<file path="config.mk">
export PLATFORM = sky130hd
export DESIGN_NAME = dma_register_file
export DESIGN_NICKNAME = d
export VERILOG_FILES = /design/src/rtl/dma_register_file_pkg.sv /design/src/rtl/dma_register_file_channel_regs.sv /design/src/rtl/dma_register_file.sv
export SDC_FILE = /design/constraint.sdc
export NUM_CORES = 1
export LEC_CHECK = 0
export ABC_CLOCK_PERIOD_IN_PS = 3600
export CAP_MARGIN = 20
export CORE_MARGIN = 3
export CORE_UTILIZATION = 30
export CTS_CLUSTER_DIAMETER = 200
export DETAILED_ROUTE_END_ITERATION = 8
export PLACE_DENSITY_LB_ADDON = 0.15
export SLEW_MARGIN = 20
export SYNTH_ARGS = -nofsm -noshare
export SYNTH_HDL_FRONTEND = slang
export SYNTH_HIERARCHICAL = 1
export SYNTH_SLANG_ARGS = --single-unit
</file>
<file path="constraint.sdc">
create_clock -name clk -period 3.6 [get_ports clk]
set_input_delay 0.72 -clock clk [delete_from_list [all_inputs] [get_ports clk]]
set_output_delay 0.72 -clock clk [all_outputs]
set_load 0.005 [all_outputs]
</file>
<file path="src/rtl/dma_register_file_pkg.sv">
// Shared definitions for the 8237A program-mode register file: register
// address codes, the mode register layout, status bit positions and the
// byte-merge helper used by the per-channel address/count registers.
package dma_register_file_pkg;

    // Register address codes (CPU view, 4-bit address space).
    // Codes 0..7 are channel registers: addr[2:1] = channel, addr[0] = count.
    localparam logic [3:0] ADDR_CMD_STATUS   = 4'd8;   // write command / read status
    localparam logic [3:0] ADDR_REQUEST      = 4'd9;
    localparam logic [3:0] ADDR_SINGLE_MASK  = 4'd10;
    localparam logic [3:0] ADDR_MODE         = 4'd11;
    localparam logic [3:0] ADDR_CLEAR_BPFF   = 4'd12;
    localparam logic [3:0] ADDR_MASTER_CLEAR = 4'd13;  // write master clear / read temp
    localparam logic [3:0] ADDR_CLEAR_MASK   = 4'd14;
    localparam logic [3:0] ADDR_WRITE_MASK   = 4'd15;

    // Mode register bits 7:2 as stored per channel.
    typedef struct packed {
        logic [1:0] transfer_mode;
        logic       addr_dec;
        logic       autoinit;
        logic [1:0] xfer_type;
    } mode_t;

    // Status register layout: {request[3:0], terminal_count[3:0]}.
    localparam int STATUS_TC_LSB  = 0;
    localparam int STATUS_REQ_LSB = 4;

    // Replace one byte of a 16-bit register; hi selects the upper byte.
    function automatic logic [15:0] merge_byte(input logic [15:0] word,
                                               input logic        hi,
                                               input logic [7:0]  b);
        logic [15:0] result;
        if (hi) begin
            result = {b, word[7:0]};
        end else begin
            result = {word[15:8], b};
        end
        return result;
    endfunction

endpackage

</file>
<file path="src/rtl/dma_register_file_channel_regs.sv">
// Base/current address and word-count registers of one DMA channel.
// CPU byte writes land in both base and current; an engine update in the
// same cycle overrides the current value (autoinit reloads from base).
module dma_channel_regs
    import dma_register_file_pkg::*;
#(
    parameter int AW = 16
) (
    input  logic          clk,
    input  logic          reset,
    input  logic          wr_en,
    input  logic          wr_sel_count,
    input  logic          wr_hi,
    input  logic [7:0]    wr_data,
    input  logic          upd_valid,
    input  logic [AW-1:0] upd_addr,
    input  logic [AW-1:0] upd_count,
    input  logic          upd_tc,
    input  logic          autoinit,
    output logic [AW-1:0] base_addr,
    output logic [AW-1:0] base_count,
    output logic [AW-1:0] cur_addr,
    output logic [AW-1:0] cur_count
);

    // Byte writes from the CPU, then engine update / autoinit reload on top.
    always_ff @(posedge clk) begin
        if (reset) begin
            base_addr  <= {AW{1'b0}};
            base_count <= {AW{1'b0}};
            cur_addr   <= {AW{1'b0}};
            cur_count  <= {AW{1'b0}};
        end else begin
            if (wr_en) begin
                if (wr_sel_count) begin
                    base_count <= merge_byte(base_count, wr_hi, wr_data);
                    cur_count  <= merge_byte(cur_count, wr_hi, wr_data);
                end else begin
                    base_addr  <= merge_byte(base_addr, wr_hi, wr_data);
                    cur_addr   <= merge_byte(cur_addr, wr_hi, wr_data);
                end
            end
            if (upd_valid) begin
                if (upd_tc && autoinit) begin
                    cur_addr  <= base_addr;
                    cur_count <= base_count;
                end else begin
                    cur_addr  <= upd_addr;
                    cur_count <= upd_count;
                end
            end
        end
    end

endmodule

</file>
<file path="src/rtl/dma_register_file.sv">
// 8237A program-mode register file: CPU access decode, byte pointer
// flip-flop, command/mode/mask/request/status/temp registers, and the
// four channel address/count register sets.
module dma_register_file
    import dma_register_file_pkg::*;
#(
    parameter int NCH = 4,
    parameter int AW  = 16
) (
    input  logic                    clk,
    input  logic                    reset,
    input  logic                    cs_n,
    input  logic                    ior_n,
    input  logic                    iow_n,
    input  logic [3:0]              addr,
    input  logic [7:0]              data_in,
    output logic [7:0]              data_out,
    output logic                    data_oe,
    input  logic                    hlda,
    input  logic [NCH-1:0]          dreq,
    input  logic                    upd_valid,
    input  logic [1:0]              upd_ch,
    input  logic [AW-1:0]           upd_addr,
    input  logic [AW-1:0]           upd_count,
    input  logic                    upd_tc,
    input  logic                    temp_load,
    input  logic [7:0]              temp_in,
    output logic [NCH-1:0][AW-1:0]  cur_addr,
    output logic [NCH-1:0][AW-1:0]  cur_count,
    output logic [NCH-1:0][AW-1:0]  base_addr,
    output logic [NCH-1:0][AW-1:0]  base_count,
    output logic [NCH-1:0][5:0]     mode,
    output logic [7:0]              command,
    output logic [NCH-1:0]          mask,
    output logic [NCH-1:0]          sw_req
);

    logic                cpu_rd_s;
    logic                active_s;
    logic                acc_start_s;
    logic                acc_end_s;
    logic                wr_start_s;
    logic                active_r;
    logic                acc_chan_r;       // current access targets a channel register
    logic                acc_status_rd_r;  // current access is a status read
    logic                bpff_r;
    mode_t [NCH-1:0]     mode_r;
    logic [7:0]          command_r;
    logic [NCH-1:0]      mask_r;
    logic [NCH-1:0]      sw_req_r;
    logic [NCH-1:0]      tc_latch_r;
    logic [7:0]          temp_r;
    logic [7:0]          status_s;
    logic [AW-1:0]       rd_word_s;
    logic [7:0]          rd_data_s;

    assign cpu_rd_s    = ~cs_n & ~hlda & ~ior_n & iow_n;
    assign active_s    = ~cs_n & ~hlda & (ior_n ^ iow_n);
    assign acc_start_s = active_s & ~active_r;
    assign acc_end_s   = ~active_s & active_r;
    assign wr_start_s  = acc_start_s & ~iow_n;

    // Access tracking; reset parks active_r high so a strobe still low after
    // reset must rise before a new access can start.
    always_ff @(posedge clk) begin
        if (reset) begin
            active_r        <= 1'b1;
            acc_chan_r      <= 1'b0;
            acc_status_rd_r <= 1'b0;
        end else begin
            active_r <= active_s;
            if (acc_start_s) begin
                acc_chan_r      <= (addr[3] == 1'b0);
                acc_status_rd_r <= ~ior_n & (addr == ADDR_CMD_STATUS);
            end else if (acc_end_s) begin
                acc_chan_r      <= 1'b0;
                acc_status_rd_r <= 1'b0;
            end
        end
    end

    // Control registers: CPU writes first, engine terminal-count effects last
    // so they win over a coincident CPU write or status-read clear.
    always_ff @(posedge clk) begin
        if (reset) begin
            bpff_r     <= 1'b0;
            mode_r     <= {(NCH*6){1'b0}};
            command_r  <= 8'h00;
            mask_r     <= {NCH{1'b1}};
            sw_req_r   <= {NCH{1'b0}};
            tc_latch_r <= {NCH{1'b0}};
            temp_r     <= 8'h00;
        end else begin
            if (temp_load) begin
                temp_r <= temp_in;
            end
            if (wr_start_s) begin
                case (addr)
                    ADDR_CMD_STATUS:   command_r <= data_in;
                    ADDR_REQUEST:      sw_req_r[data_in[1:0]] <= data_in[2];
                    ADDR_SINGLE_MASK:  mask_r[data_in[1:0]] <= data_in[2];
                    ADDR_MODE:         mode_r[data_in[1:0]] <= mode_t'(data_in[7:2]);
                    ADDR_CLEAR_BPFF:   bpff_r <= 1'b0;
                    ADDR_MASTER_CLEAR: begin
                        command_r  <= 8'h00;
                        sw_req_r   <= {NCH{1'b0}};
                        tc_latch_r <= {NCH{1'b0}};
                        temp_r     <= 8'h00;
                        bpff_r     <= 1'b0;
                        mask_r     <= {NCH{1'b1}};
                    end
                    ADDR_CLEAR_MASK:   mask_r <= {NCH{1'b0}};
                    ADDR_WRITE_MASK:   mask_r <= data_in[3:0];
                    default: begin
                    end
                endcase
            end
            if (acc_end_s && acc_chan_r) begin
                bpff_r <= ~bpff_r;
            end
            if (acc_end_s && acc_status_rd_r) begin
                tc_latch_r <= {NCH{1'b0}};
            end
            if (upd_valid && upd_tc) begin
                tc_latch_r[upd_ch] <= 1'b1;
                sw_req_r[upd_ch]   <= 1'b0;
                if (!mode_r[upd_ch].autoinit) begin
                    mask_r[upd_ch] <= 1'b1;
                end
            end
        end
    end

    // Status byte assembly.
    always_comb begin
        status_s = 8'h00;
        status_s[STATUS_REQ_LSB +: 4] = dreq | sw_req_r;
        status_s[STATUS_TC_LSB +: 4]  = tc_latch_r;
    end

    // Read data mux, selected by address and byte pointer.
    always_comb begin
        rd_word_s = {AW{1'b0}};
        rd_data_s = 8'h00;
        if (addr[3] == 1'b0) begin
            rd_word_s = addr[0] ? cur_count[addr[2:1]] : cur_addr[addr[2:1]];
            rd_data_s = bpff_r ? rd_word_s[15:8] : rd_word_s[7:0];
        end else begin
            case (addr)
                ADDR_CMD_STATUS:   rd_data_s = status_s;
                ADDR_MASTER_CLEAR: rd_data_s = temp_r;
                default:           rd_data_s = 8'h00;
            endcase
        end
    end

    assign data_oe  = cpu_rd_s & ~reset;
    assign data_out = (cpu_rd_s & ~reset) ? rd_data_s : 8'h00;

    assign command = command_r;
    assign mask    = mask_r;
    assign sw_req  = sw_req_r;

    for (genvar g = 0; g < NCH; g++) begin : g_ch
        assign mode[g] = mode_r[g];

        dma_channel_regs #(.AW(AW)) u_regs (
            .clk          (clk),
            .reset        (reset),
            .wr_en        (wr_start_s & (addr[3] == 1'b0) & (addr[2:1] == 2'(g))),
            .wr_sel_count (addr[0]),
            .wr_hi        (bpff_r),
            .wr_data      (data_in),
            .upd_valid    (upd_valid & (upd_ch == 2'(g))),
            .upd_addr     (upd_addr),
            .upd_count    (upd_count),
            .upd_tc       (upd_tc),
            .autoinit     (mode_r[g].autoinit),
            .base_addr    (base_addr[g]),
            .base_count   (base_count[g]),
            .cur_addr     (cur_addr[g]),
            .cur_count    (cur_count[g])
        );
    end

endmodule

</file>
==> results.md <==
* Setup ws final at 18.6 ps
* Power per cell area at just over 400 nW/um^2
* Pins Over Slew Limit at 0
* Crit path DAT at roughly 2900 ps
* Share of the synthesized area in the top cell type at between 40 and 50%
* Sequential share of power at 42.8%
* HPWL Detailed at 51,300 microns
* Skew final at 13.5 ps
* Final Util at a little over two fifths
* Crit Path Category: in2out
* H-tree depth at 2
* Hold path cells at 2
* Clock Tree Buf Depth at 3
* Tightest Pin Transition at 1220 ps
* Die width at between 200 and 250 microns
* Final net count at ~2,100
* Hold Buf Count CTS at 0
* Drt initial violations at around 1,600
* Wirelength, routed at approximately 70,000 microns
* Worst-path maximum fanout at 12
* Max Freq at 0.279 GHz
* Sw Ratio at roughly 25%
* Post-synthesis register bit count at 312
* Insertion delay to the later sink of the worst-skew pair at between 500 and 600 ps
* Slowest-stage cell, CP: mux4_1
* Routability Congestion at between 0.9 and 1
* Avg Cell Area, Syn at 9.17 sq um
* 1st-pass router iterations at 7
* Die Area at approximately 51,000 sq um
* Area delta synth->final at 43.5%
* Die height at 226 microns
* Total CTS buffers at 38
* Layout cells sized above 1 at roughly an eighth
* Post-synth top flop: dfxtp_1
* Clock transition at the registers of the reported paths at 60 ps
* Status: completed
* Comb power frac at between 10% and 20%
* Antenna Nets Post-Route at 0
* Internal power at around 0.0064 W
* CP Capture Type: primary output
* Sequential share of the synthesized area at between 40% and 50%
* Area contributors post-synth: dfxtp_1 43%, mux2i_1 12%, a21oi_1 9.0%
* TritonCTS clock tree: done
* Dpl ws at -239 ps
* Setup TNS at 0 ps
* Mapped Area at 14,500 sq um
* # DRC at 0
* Leakage at 8.27 nW
* Number of synthesized flops with an enable pin at 0
* IO Port Bufs at about 370
* Net Sw Power at between 0.002 and 0.0025 W
* Clock Sinks at about 310
* Cell taking the most area after synthesis: dfxtp_1
* Rows at 80
* Number of global-route vias before repair at between 10,000 and 15,000
* Initial antenna violation count at 5
* Worst r2r path cells at 9
* Worst setup SP type: input pin
* First-pass GRT wire length at ~100,000 microns
* Synth Warn # at 6
* Critical path depth in cells at 9
* CP Buf/Inv Count at 6
* Hold Vio Cnt, Final at 0
* CP top delay family: buffers and inverters
* Hold WC Path Type: reg2reg
* Total track usage at 26.3%
* Synth unique cells at 65
* Core area at around 48,000 sq um
* Clock network fraction of total power at 46.6%
* CP Cell Sequence: buf_2 -> buf_12 -> buf_12 -> buf_4 -> mux4_1 -> o22ai_1 -> nor4b_2 -> buf_4 -> clkdlybuf4s50_1
* Peak supply drop at around 0.00030 V
* Vias per cell at 5.58
* Mapped Nets at ~1,700
* Initial Utilization at 30.4%
* Slew headroom at approximately a fifth
* Largest net degree at the start of global routing at 205
* Max-cap violations at 0
* Synth Instances at 1,586
* Fin crit period at approximately 3600 ps
* WL/cell at around 27 microns
* CP required at approximately 2900 ps
* Worst path max stage delay at 650 ps
* Tcrit/Tclk final at between 90% and 100%
* Gr ovfl total at 0
* Ports at 372
* CTS root buf: clkbuf_16
* Async set-or-reset flop fraction in the synthesized netlist at 0%
* # setup viols final at 0
* Via count at 14,700
[cells by family (layout without fill, tap and decap cells)]
group	after synthesis	in the layout	synth area share, %
flip-flops	312	312	42.9
AO/OA/AOI/OAI	475	475	21.1
adder cells (fa/ha/maj)	2	2	0.172
buffers and inverters	155	581	5.84
multiplexers	199	199	15.7
XOR/XNOR	1	1	0.0602
AND/OR/NAND/NOR	442	442	14.2
other	0	1	0
[power groups by stage]
stage               clock (W)  sequential (W)  combinational, W
finish                0.00399         0.00367          0.000905
detailed placement          0         0.00374          0.000881
floorplan                   0         0.00367          0.000379
global placement            0         0.00374          0.000870
global route          0.00420         0.00367          0.000963
CTS                   0.00407         0.00366          0.000892
[per-stage QoR]
| step | instances | hold slack [ps] | instance area, sq um | total power (W) |
|---|---|---|---|---|
| finish | 2628 | 470 | 20900 | 0.00857 |
| detailed placement | 2554 | 456 | 19400 | 0.00462 |
| CTS | 2625 | 470 | 20800 | 0.00863 |
| global placement | 2554 | 455 | 19400 | 0.00461 |
| global route | 2628 | 486 | 20900 | 0.00883 |
| floorplan | 1586 | 425 | 14500 | 0.00405 |
[final timing paths]
kind,startpoint,slack [ps],to
worst min-delay path,g_ch[3].u_regs/base_count[6],470,g_ch[3].u_regs/base_count[6]
worst max register to register,active_r,930,g_ch[0].u_regs/cur_addr[7]
worst max-delay path,addr[1],20,data_out[2]
worst min register to register,g_ch[3].u_regs/base_count[6],470,g_ch[3].u_regs/base_count[6]
[cell usage after synthesis, drive strengths merged, types with 4 or more instances]
| library cell | n |
|---|---|
| a2111oi | 4 |
| a211oi | 5 |
| a21o | 5 |
| a21oi | 270 |
| a221oi | 135 |
| a22oi | 16 |
| and2 | 8 |
| and3 | 5 |
| and3b | 10 |
| buf | 83 |
| clkbuf | 65 |
| dfxtp | 312 |
| inv | 7 |
| mux2 | 5 |
| mux2i | 175 |
| mux4 | 19 |
| nand2 | 282 |
| nand3 | 12 |
| nand3b | 8 |
| nand4 | 5 |
| nand4b | 4 |
| nor2 | 66 |
| nor2b | 4 |
| nor3 | 9 |
| nor3b | 7 |
| nor4 | 4 |
| o211ai | 4 |
| o21ai | 15 |
| o22ai | 4 |
| o2bb2ai | 5 |
| or3b | 5 |
[sequential cells by signal, summed over array words and instances (netlist names), 8 cells and up]
name	cells
g_ch.u_regs/cur_count	64
temp_r	8
g_ch.u_regs/base_addr	64
g_ch.u_regs/cur_addr	64
g_ch.u_regs/base_count	64
command	8
mode	24
[tightest hold or removal path: stages (launching register included)]
cell and delay, ps:
dfxtp_1 320, nand2_1 50, a21oi_1 50
[placed cells by master (no fill, tap or decap), types with 9 or more instances in the layout]
master	instances
clkbuf_1	11
buf_4	116
dfxtp_1	312
nand2_1	278
clkbuf_16	41
buf_12	21
mux4_1	13
and3b_1	9
a21oi_1	262
nor2_1	65
nand3_1	11
a22oi_1	15
clkbuf_8	9
a221oi_1	134
mux2i_1	174
clkdlybuf4s50_1	360
[layout make-up]
class	count	area, sq um
antenna	1	2.50
clock buffer	60	1180
clock inverter	7	110
fill	4658	27000
inverter	7	26.3
multi-input combinational	1119	7570
sequential	312	6250
tap	615	769
timing repair buffer	507	4980
[metal layers]
layer  wire, microns  part of all wire (%)  GRT usage [%]  vias to the layer above
li1                -                     -              -                     6667
met3            6330                   9.0           6.63                      103
met1           30400                    43           36.0                     7194
met4            2200                   3.1           8.78                        4
met5              27                 0.039              0                        -
met2           31100                    44           40.5                      696
[repair_timing]
item                       in CTS  in global routing
pin swaps                       2                  4
buffers inserted                4                  2
resized for setup              15                 17
hold endpoints to repair        0                  0
setup endpoints to repair       8                  8
Power figures use the tool's default switching activity.
